<file path="config.mk">
export PLATFORM = sky130hd
export DESIGN_NAME = fifo_stream_reader
export DESIGN_NICKNAME = d
export VERILOG_FILES = /design/src/rtl/fifo_pkg.sv /design/src/rtl/stream_skid_buf.sv /design/src/rtl/fifo_stream_reader.sv
export SDC_FILE = /design/constraint.sdc
export NUM_CORES = 1
export LEC_CHECK = 0
export ABC_CLOCK_PERIOD_IN_PS = 5200
export BUFFER_PORTS_ARGS = -buffer_cell sky130_fd_sc_hd__buf_4
export CELL_PAD_IN_SITES_DETAIL_PLACEMENT = 0
export CELL_PAD_IN_SITES_GLOBAL_PLACEMENT = 2
export CORE_MARGIN = 2
export CORE_UTILIZATION = 37
export DETAILED_ROUTE_END_ITERATION = 10
export GPL_ROUTABILITY_DRIVEN = 0
export PLACE_DENSITY_LB_ADDON = 0.05
export SETUP_SLACK_MARGIN = 0.1
export SYNTH_ARGS = -nofsm -noshare
export SYNTH_HDL_FRONTEND = slang
export SYNTH_SLANG_ARGS = --single-unit
</file>
<file path="constraint.sdc">
create_clock -name clk -period 5.2 [get_ports clk]
set_input_delay 0.52 -clock clk [delete_from_list [all_inputs] [get_ports clk]]
set_output_delay 0.52 -clock clk [all_outputs]
set_load 0.02 [all_outputs]
</file>
<file path="src/rtl/fifo_pkg.sv">
// Shared types and constants for the FIFO read-side stream path.
// Latency: none (declarations only).
// Backpressure: n/a.
// Contents: default data width, skid depth, skid occupancy type and helper.
package fifo_pkg;

  localparam int DEF_DATA_WIDTH = 8;
  localparam int SKID_DEPTH     = 2;

  // Skid buffer fill level; 3 is never reached.
  typedef enum logic [1:0] {
    SKID_EMPTY = 2'd0,
    SKID_ONE   = 2'd1,
    SKID_FULL  = 2'd2
  } skid_cnt_t;

  // Words held after the coming edge: current fill plus a landing word
  // minus a word leaving downstream.
  function automatic logic [2:0] skid_occupancy(input skid_cnt_t cnt,
                                                input logic      push,
                                                input logic      pop);
    return 3'(cnt) + 3'(push) - 3'(pop);
  endfunction

endpackage

</file>
<file path="src/rtl/stream_skid_buf.sv">
// Two-entry valid/ready skid buffer with a one-bit read credit.
// Latency: a word pushed at an edge is on out_dat the next cycle.
// Backpressure: in_vld has no ready; the source must only push when credit was 1.
// Ports: clk, rst_n (async active-low), flush (sync clear), in_vld/in_dat (push),
//        out_vld/out_rdy/out_dat (stream), credit (room for a word issued now).
module stream_skid_buf
  import fifo_pkg::*;
#(
  parameter int DATA_WIDTH = DEF_DATA_WIDTH
) (
  input  logic                  clk,
  input  logic                  rst_n,
  input  logic                  flush,
  input  logic                  in_vld,
  input  logic [DATA_WIDTH-1:0] in_dat,
  output logic                  out_vld,
  input  logic                  out_rdy,
  output logic [DATA_WIDTH-1:0] out_dat,
  output logic                  credit
);

  skid_cnt_t             cnt_q, cnt_d;
  logic [DATA_WIDTH-1:0] head_q, head_d;
  logic [DATA_WIDTH-1:0] tail_q, tail_d;
  logic                  pop;
  logic [2:0]            occ;

  assign out_vld = (cnt_q != SKID_EMPTY);
  assign out_dat = head_q;
  assign pop     = out_vld & out_rdy;

  // Credit looks at the fill level after this edge, so a word leaving this
  // cycle frees a slot for a read issued in the same cycle.
  assign occ    = skid_occupancy(cnt_q, in_vld, pop);
  assign credit = (occ < 3'(SKID_DEPTH));

  always_ff @(posedge clk or negedge rst_n) begin
    if (!rst_n) begin
      cnt_q  <= SKID_EMPTY;
      head_q <= '0;
      tail_q <= '0;
    end else begin
      cnt_q  <= cnt_d;
      head_q <= head_d;
      tail_q <= tail_d;
    end
  end

  // Head only moves on a pop or when the buffer is empty, which keeps
  // out_dat stable while out_vld is held against out_rdy=0.
  always_comb begin
    cnt_d  = cnt_q;
    head_d = head_q;
    tail_d = tail_q;
    if (flush) begin
      // Data registers keep stale contents; they are hidden by out_vld=0.
      cnt_d = SKID_EMPTY;
    end else begin
      case (cnt_q)
        SKID_EMPTY: begin
          if (in_vld) begin
            head_d = in_dat;
            cnt_d  = SKID_ONE;
          end
        end
        SKID_ONE: begin
          case ({in_vld, pop})
            2'b11: head_d = in_dat;
            2'b10: begin
              tail_d = in_dat;
              cnt_d  = SKID_FULL;
            end
            2'b01: cnt_d = SKID_EMPTY;
            default: ;
          endcase
        end
        SKID_FULL: begin
          // A push without a pop cannot happen here: credit was 0.
          if (pop) begin
            head_d = tail_q;
            if (in_vld) begin
              tail_d = in_dat;
            end else begin
              cnt_d = SKID_ONE;
            end
          end
        end
        default: cnt_d = SKID_EMPTY;
      endcase
    end
  end

endmodule

</file>
<file path="src/rtl/fifo_stream_reader.sv">
// Read-side master for a synchronous FIFO, re-presenting words as a valid/ready stream.
// Latency: 2 cycles from a non-empty FIFO to m_valid (rd_en cycle, capture cycle); 1 word/cycle sustained.
// Backpressure: at most 2 words are read ahead while m_ready=0, then fifo_rd_en stays low.
// Ports: clk, rst_n (async active-low), fifo_empty/fifo_dout/fifo_rd_en (FIFO side),
//        flush (sync clear of buffered and in-flight words), m_valid/m_ready/m_data (stream),
//        words_out (wrapping count of accepted stream words).
module fifo_stream_reader
  import fifo_pkg::*;
#(
  parameter int DATA_WIDTH = DEF_DATA_WIDTH,
  parameter int CNT_WIDTH  = 16
) (
  input  logic                  clk,
  input  logic                  rst_n,
  input  logic                  fifo_empty,
  input  logic [DATA_WIDTH-1:0] fifo_dout,
  output logic                  fifo_rd_en,
  input  logic                  flush,
  output logic                  m_valid,
  input  logic                  m_ready,
  output logic [DATA_WIDTH-1:0] m_data,
  output logic [CNT_WIDTH-1:0]  words_out
);

  logic                 inflight_q;
  logic                 credit;
  logic                 pop;
  logic [CNT_WIDTH-1:0] words_q;

  assign pop       = m_valid & m_ready;
  assign words_out = words_q;

  // The in-flight word already owns a slot via the credit calculation, so
  // a fresh read is only issued when one more word is guaranteed to fit.
  // rst_n gates the request so nothing is popped while the block is held in reset.
  assign fifo_rd_en = rst_n & ~fifo_empty & ~flush & credit;

  always_ff @(posedge clk or negedge rst_n) begin
    if (!rst_n) begin
      inflight_q <= 1'b0;
      words_q    <= '0;
    end else begin
      inflight_q <= flush ? 1'b0 : fifo_rd_en;
      // A pop coincident with flush still left the block, so it is counted.
      words_q    <= words_q + CNT_WIDTH'(pop);
    end
  end

  stream_skid_buf #(
    .DATA_WIDTH(DATA_WIDTH)
  ) u_skid (
    .clk     (clk),
    .rst_n   (rst_n),
    .flush   (flush),
    .in_vld  (inflight_q),
    .in_dat  (fifo_dout),
    .out_vld (m_valid),
    .out_rdy (m_ready),
    .out_dat (m_data),
    .credit  (credit)
  );

endmodule

</file>
# Yosys cells after proc, flatten, opt, wreduce, memory -nomap -nowiden
# Cells that the tools add are included.
[classes]
n_addsub = 3
order_cmp = 1
n_reduce_logical = 7
mux = 14
bitwise_logic = 6
eq_ne = 14
[op_table]
columns = ["operator", "count"]
rows = [
  ["8-bit two-way mux", 5],
  ["8-bit one-hot mux with 3 select lines", 1],
  ["16-bit by 1-bit adder with 16-bit output", 1],
  ["8-bit one-hot mux with 2 select lines", 1],
  ["5-bit AND reduction", 2],
  ["3-bit != test, second input constant", 3],
  ["2-bit two-way mux", 4],
  ["2-bit != test, second input constant", 4],
  ["2-bit equality test, second input constant", 3],
  ["2-bit one-hot mux with 3 select lines", 1],
  ["1-bit bitwise AND", 4],
  ["2-bit by 1-bit equality test with 1-bit output, second input constant", 2],
  ["4-bit by 3-bit != test with 1-bit output, second input constant", 1],
  ["2-bit one-hot mux with 2 select lines", 1],
  ["4-bit AND reduction", 1],
  ["2-bit nonzero test", 2],
  ["2-bit by 1-bit adder with 3-bit output", 1],
  ["3-bit by 2-bit < comparator with 1-bit output, second input constant", 1],
  ["3-bit nonzero test", 1],
  ["3-bit by 1-bit subtractor with 3-bit output", 1],
  ["2-bit zero test", 1],
  ["2-bit by 1-bit != test with 1-bit output, second input constant", 1],
  ["1-bit inverter", 2],
  ["1-bit two-way mux", 1],
]
[word_totals]
regBits = 35
word_cells = 50
output_inout_bits = 26
inputBits = 13

# Depth between registers and ports, before layout
[logic_depth]
ltp_word = 6
ltp_mapped = 8
ltp_nobuf = 7

# By module
# Synthesis repeated with hierarchy kept, for this count alone.
[hier_totals]
cells_unflattened = 142
area_unflattened_um2 = 1749.2
[by_module_without_submodules]
columns = ["mod", "seq_area_each_um2", "area_each_um2", "n_inst", "cells_per_inst"]
rows = [
  ["stream_skid_buf", 450.4, 984.7, 1, 77],
  ["fifo_stream_reader", 425.4, 764.5, 1, 65],
]

# Worst setup path before layout
# OpenSTA, ideal clock, no wires.
[synth_path]
path_type = "input to output"
start = "input m_ready"
end = "output fifo_rd_en"
n_path_buf = 1
slack_ns = 2.377
path_stages = 6
t_required_ns = 4.680
arrival_time_ns = 2.303
path_cell_list = "buf_2 and3b_1 o21ai_0 fa_1 nand2_1 nor4_1"
[synth_via]
elab_chain_cells = 4
[synth_rtl]
columns = ["element", "line_no", "rtl"]
rows = [
  ["start, declared", "fifo_stream_reader.sv:20", "input logic m_ready,"],
  ["1-bit bitwise AND", "stream_skid_buf.sv:30", "assign pop = out_vld & out_rdy;"],
  ["3-bit by 1-bit subtractor with 3-bit output", "fifo_pkg.sv:22", "return 3'(cnt) + 3'(push) - 3'(pop);"],
  ["3-bit by 2-bit < comparator with 1-bit output", "stream_skid_buf.sv:35", "assign credit = (occ < 3'(SKID_DEPTH));"],
  ["1-bit bitwise AND", "fifo_stream_reader.sv:36", "assign fifo_rd_en = rst_n & ~fifo_empty & ~flush & credit;"],
  ["end, declared", "fifo_stream_reader.sv:17", "output logic fifo_rd_en,"],
]
# No other way between the ends.

# Worst setup path after layout
[layout_path]
start = "register u_skid.cnt_q[1]"
end = "output fifo_rd_en"
[layout_via]
elab_chain_cells = 5
word_cells_on_any_way = 6
classes_between = "2 x add/sub; 1 x order compare; 2 x bitwise; 1 x reduce/logical"
[layout_rtl]
columns = ["element", "line_no", "rtl"]
rows = [
  ["start, declared", "stream_skid_buf.sv:22", "skid_cnt_t cnt_q, cnt_d;"],
  ["start signal, assigned", "stream_skid_buf.sv:43", "cnt_q <= cnt_d;"],
  ["branches (longest 2 deep; another with 2-bit by 1-bit adder with 3-bit output)", "n/a", ""],
  ["3-bit by 1-bit subtractor with 3-bit output *", "fifo_pkg.sv:22", ""],
  ["3-bit by 2-bit < comparator with 1-bit output *", "stream_skid_buf.sv:35", ""],
  ["1-bit bitwise AND *", "fifo_stream_reader.sv:36", ""],
]
# Mark *: on every way between the ends.

==> impl_metrics.env <==
export IMPL_avgSynthCellArea_um2=12.6
export IMPL_antennaDiodeCount=0
export IMPL_synth_top_cell_area_share=0.526
export IMPL_finalSetupTns_ps=0
export IMPL_critPathCaptureType="output pin"
export IMPL_routedWlPerCell_um=14.7
export IMPL_path_clk_slew_ps=70
export IMPL_first_iter_violations=29
export IMPL_cts_setup_buffers=0
export IMPL_max_freq_mhz=341
export IMPL_synthArstFlopShare=1.00
export IMPL_max_vdd_ir_drop_uv=120
export IMPL_drc=0
export IMPL_combPwrFrac=0.221
export IMPL_viasPerCell=5.06
export IMPL_syn_inst=132
export IMPL_drv_cap=0
export IMPL_p_seq_frac=0.496
export IMPL_start_util=0.382
export IMPL_status="finished clean"
export IMPL_finalMaxSlewViolations=0
export IMPL_fp_dieH_um=71.1
export IMPL_syn_to_final_growth_pct=25.1
export IMPL_skew_ps=4.50
export IMPL_cp_max_fo=11
export IMPL_io_pins=39
export IMPL_p_sw_mw=0.203
export IMPL_yosysMostFrequentCell="dfrtp_1"
export IMPL_fin_crit_sh=0.565
export IMPL_yosysTopAreaCell="dfrtp_1"
export IMPL_final_nets=190
export IMPL_path_class="reg2out"
export IMPL_ant_nets=0
export IMPL_setup_viol=0
export IMPL_grt_pass1_wl_um=5760
export IMPL_pwr_density_cell_nw_per_um2=326
export IMPL_die_area_um2=5050
export IMPL_htree_levels=2
export IMPL_final_core_util=0.478
export IMPL_cts_tree="built"
export IMPL_hold_violations=0
export IMPL_clk_latency_ps=290
export IMPL_die_w_um=71.1
export IMPL_dr_total_vias=1149
export IMPL_clock_path_buffers=2
export IMPL_max_stage_delay_ps=550
export IMPL_netlist_top_cells_count="35 x dfrtp_1, 24 x mux2_2, 11 x xor2_1"
export IMPL_crit_arrival_ps=2420
export IMPL_fin_crit_ps=2940
export IMPL_post_dp_hpwl_um=2330
export IMPL_ys_types=30
export IMPL_p_int_mw=0.477
export IMPL_worst_slew_pin_slew_ps=877
export IMPL_multi_input_area_um2=761
export IMPL_synth_seq_cells=35
export IMPL_synth_edff_count=0
export IMPL_ys_flop_type="dfrtp_1"
export IMPL_seq_area_um2=876
export IMPL_ys_seq_area_frac=0.526
export IMPL_numCtsBuffers=5
export IMPL_grt_max_degree=37
export IMPL_ctsHoldBuffers=0
export IMPL_cp_required_ps=4680
export IMPL_fillers=429
export IMPL_dp_cells=219
export IMPL_synth_area_um2=1670
export IMPL_wirelength_um=3340
export IMPL_drive_gt1_frac=0.423
export IMPL_worstPathCellList="and3b_1 -> o21ai_0 -> fa_1 -> nand2_1 -> nor4_1 -> buf_4"
export IMPL_clock_sinks=35
export IMPL_coreArea_um2=4350
export IMPL_clockPowerShare=0.283
export IMPL_p_leak_nw=1.00
export IMPL_hold_ws_ps=186
export IMPL_drt_pass1_iter_count=4
export IMPL_antenna_found_initial=0
export IMPL_syn_nets=148
export IMPL_grt_pass1_vias=1212
export IMPL_port_buffers=38
export IMPL_slew_headroom=0.414
export IMPL_grtUsageTotal=0.147
export IMPL_start_kind="flop"
export IMPL_post_cts_resize_count=0
export IMPL_yosys_warnings=0
export IMPL_hold_class="in2async"
export IMPL_stdcell_count=227
export IMPL_slowest_stage="dfrtp_1"
export IMPL_sw_frac_of_total=0.298
export IMPL_rsz0062_at_grt="no"
export IMPL_overflow=0
export IMPL_row_count=24
export IMPL_synth_area_leaders="dfrtp_1 53%, mux2_2 16%, xor2_1 5.8%"
export IMPL_clockRootBuffer="clkbuf_8"
power groups by stage:
stage	Sequential (mW)	Combinational [mW]	Clock, mW
after global placement	0.342	0.149	0
after detailed placement	0.343	0.152	0
after CTS	0.338	0.153	0.201
final	0.337	0.150	0.192
after global routing	0.344	0.161	0.213
after floorplan	0.378	0.0408	0
sequential cells by signal, indices dropped and copies added, names as in the netlist:
name            flops
inflight_q          1
u_skid.cnt_q        2
words_out          16
u_skid.out_dat      8
u_skid.tail_q       8
stage by stage:
step	area, um2	worst slack [ps]	power (mW)
after floorplan	1670	2380	0.419
after global placement	2000	2630	0.491
after detailed placement	2000	2540	0.495
after CTS	2080	2290	0.692
after global routing	2080	2090	0.719
final	2080	2260	0.680
layer usage:
metal,part of all wire,routed length (um),track usage
met5,0,0,0
met4,0.015,49,0.0461
met3,0.052,175,0.0513
met1,0.43,1440,0.177
met2,0.50,1680,0.247
cell families after synthesis:
| group | Yosys count | synth area share |
|---|---|---|
| compound gates | 7 | 0.0466 |
| xor+xnor | 15 | 0.0789 |
| fa+ha+maj | 3 | 0.0270 |
| buf+inv | 6 | 0.0173 |
| flops | 35 | 0.526 |
| mux | 25 | 0.168 |
| simple gates | 41 | 0.136 |
layout make-up:
type                            instances  area share
Inverter                                3     0.00541
Clock buffer                            6      0.0348
Clock inverter                          2     0.00601
Timing Repair Buffer                   38       0.137
Multi-Input combinational cell         91       0.365
Tap cell                               52      0.0312
Sequential cell                        35       0.420
layout by cell type, fill, tap and decap left out, types with 3 or more instances in the layout:
cell,n
mux2_2,24
nand2_1,6
xnor2_1,4
nor4_1,6
nor2_1,4
clkbuf_8,5
buf_4,38
nor2b_1,3
xor2_1,11
nand2b_1,3
inv_1,3
dfrtp_1,35
nand4_1,3
nor3_1,4
nand3_1,6
critical path: cells and delay by family, from the launching register on:
| family | cells | cell delay, ps |
|---|---|---|
| AND/OR/NAND/NOR | 3 | 710 |
| flip-flops | 1 | 550 |
| adder cells (fa/ha/maj) | 1 | 500 |
| buffers and inverters | 1 | 210 |
| AO/OA/AOI/OAI | 1 | 160 |
worst paths after layout:
path / cells past startpoint / start / slack (ps) / endpoint
min in group clk: 2 / fifo_empty / 400 / inflight_q
worst max-delay path: 6 / u_skid.cnt_q[1] / 2260 / fifo_rd_en
worst min register to register: 1 / words_out[15] / 490 / words_out[15]
max in group asynchronous: 1 / rst_n / 4690 / words_out[0]
worst max register to register: 7 / u_skid.cnt_q[1] / 3090 / words_out[14]
worst min-delay path: 1 / rst_n / 190 / inflight_q
Note: power is estimated with default switching activity, not from simulation.
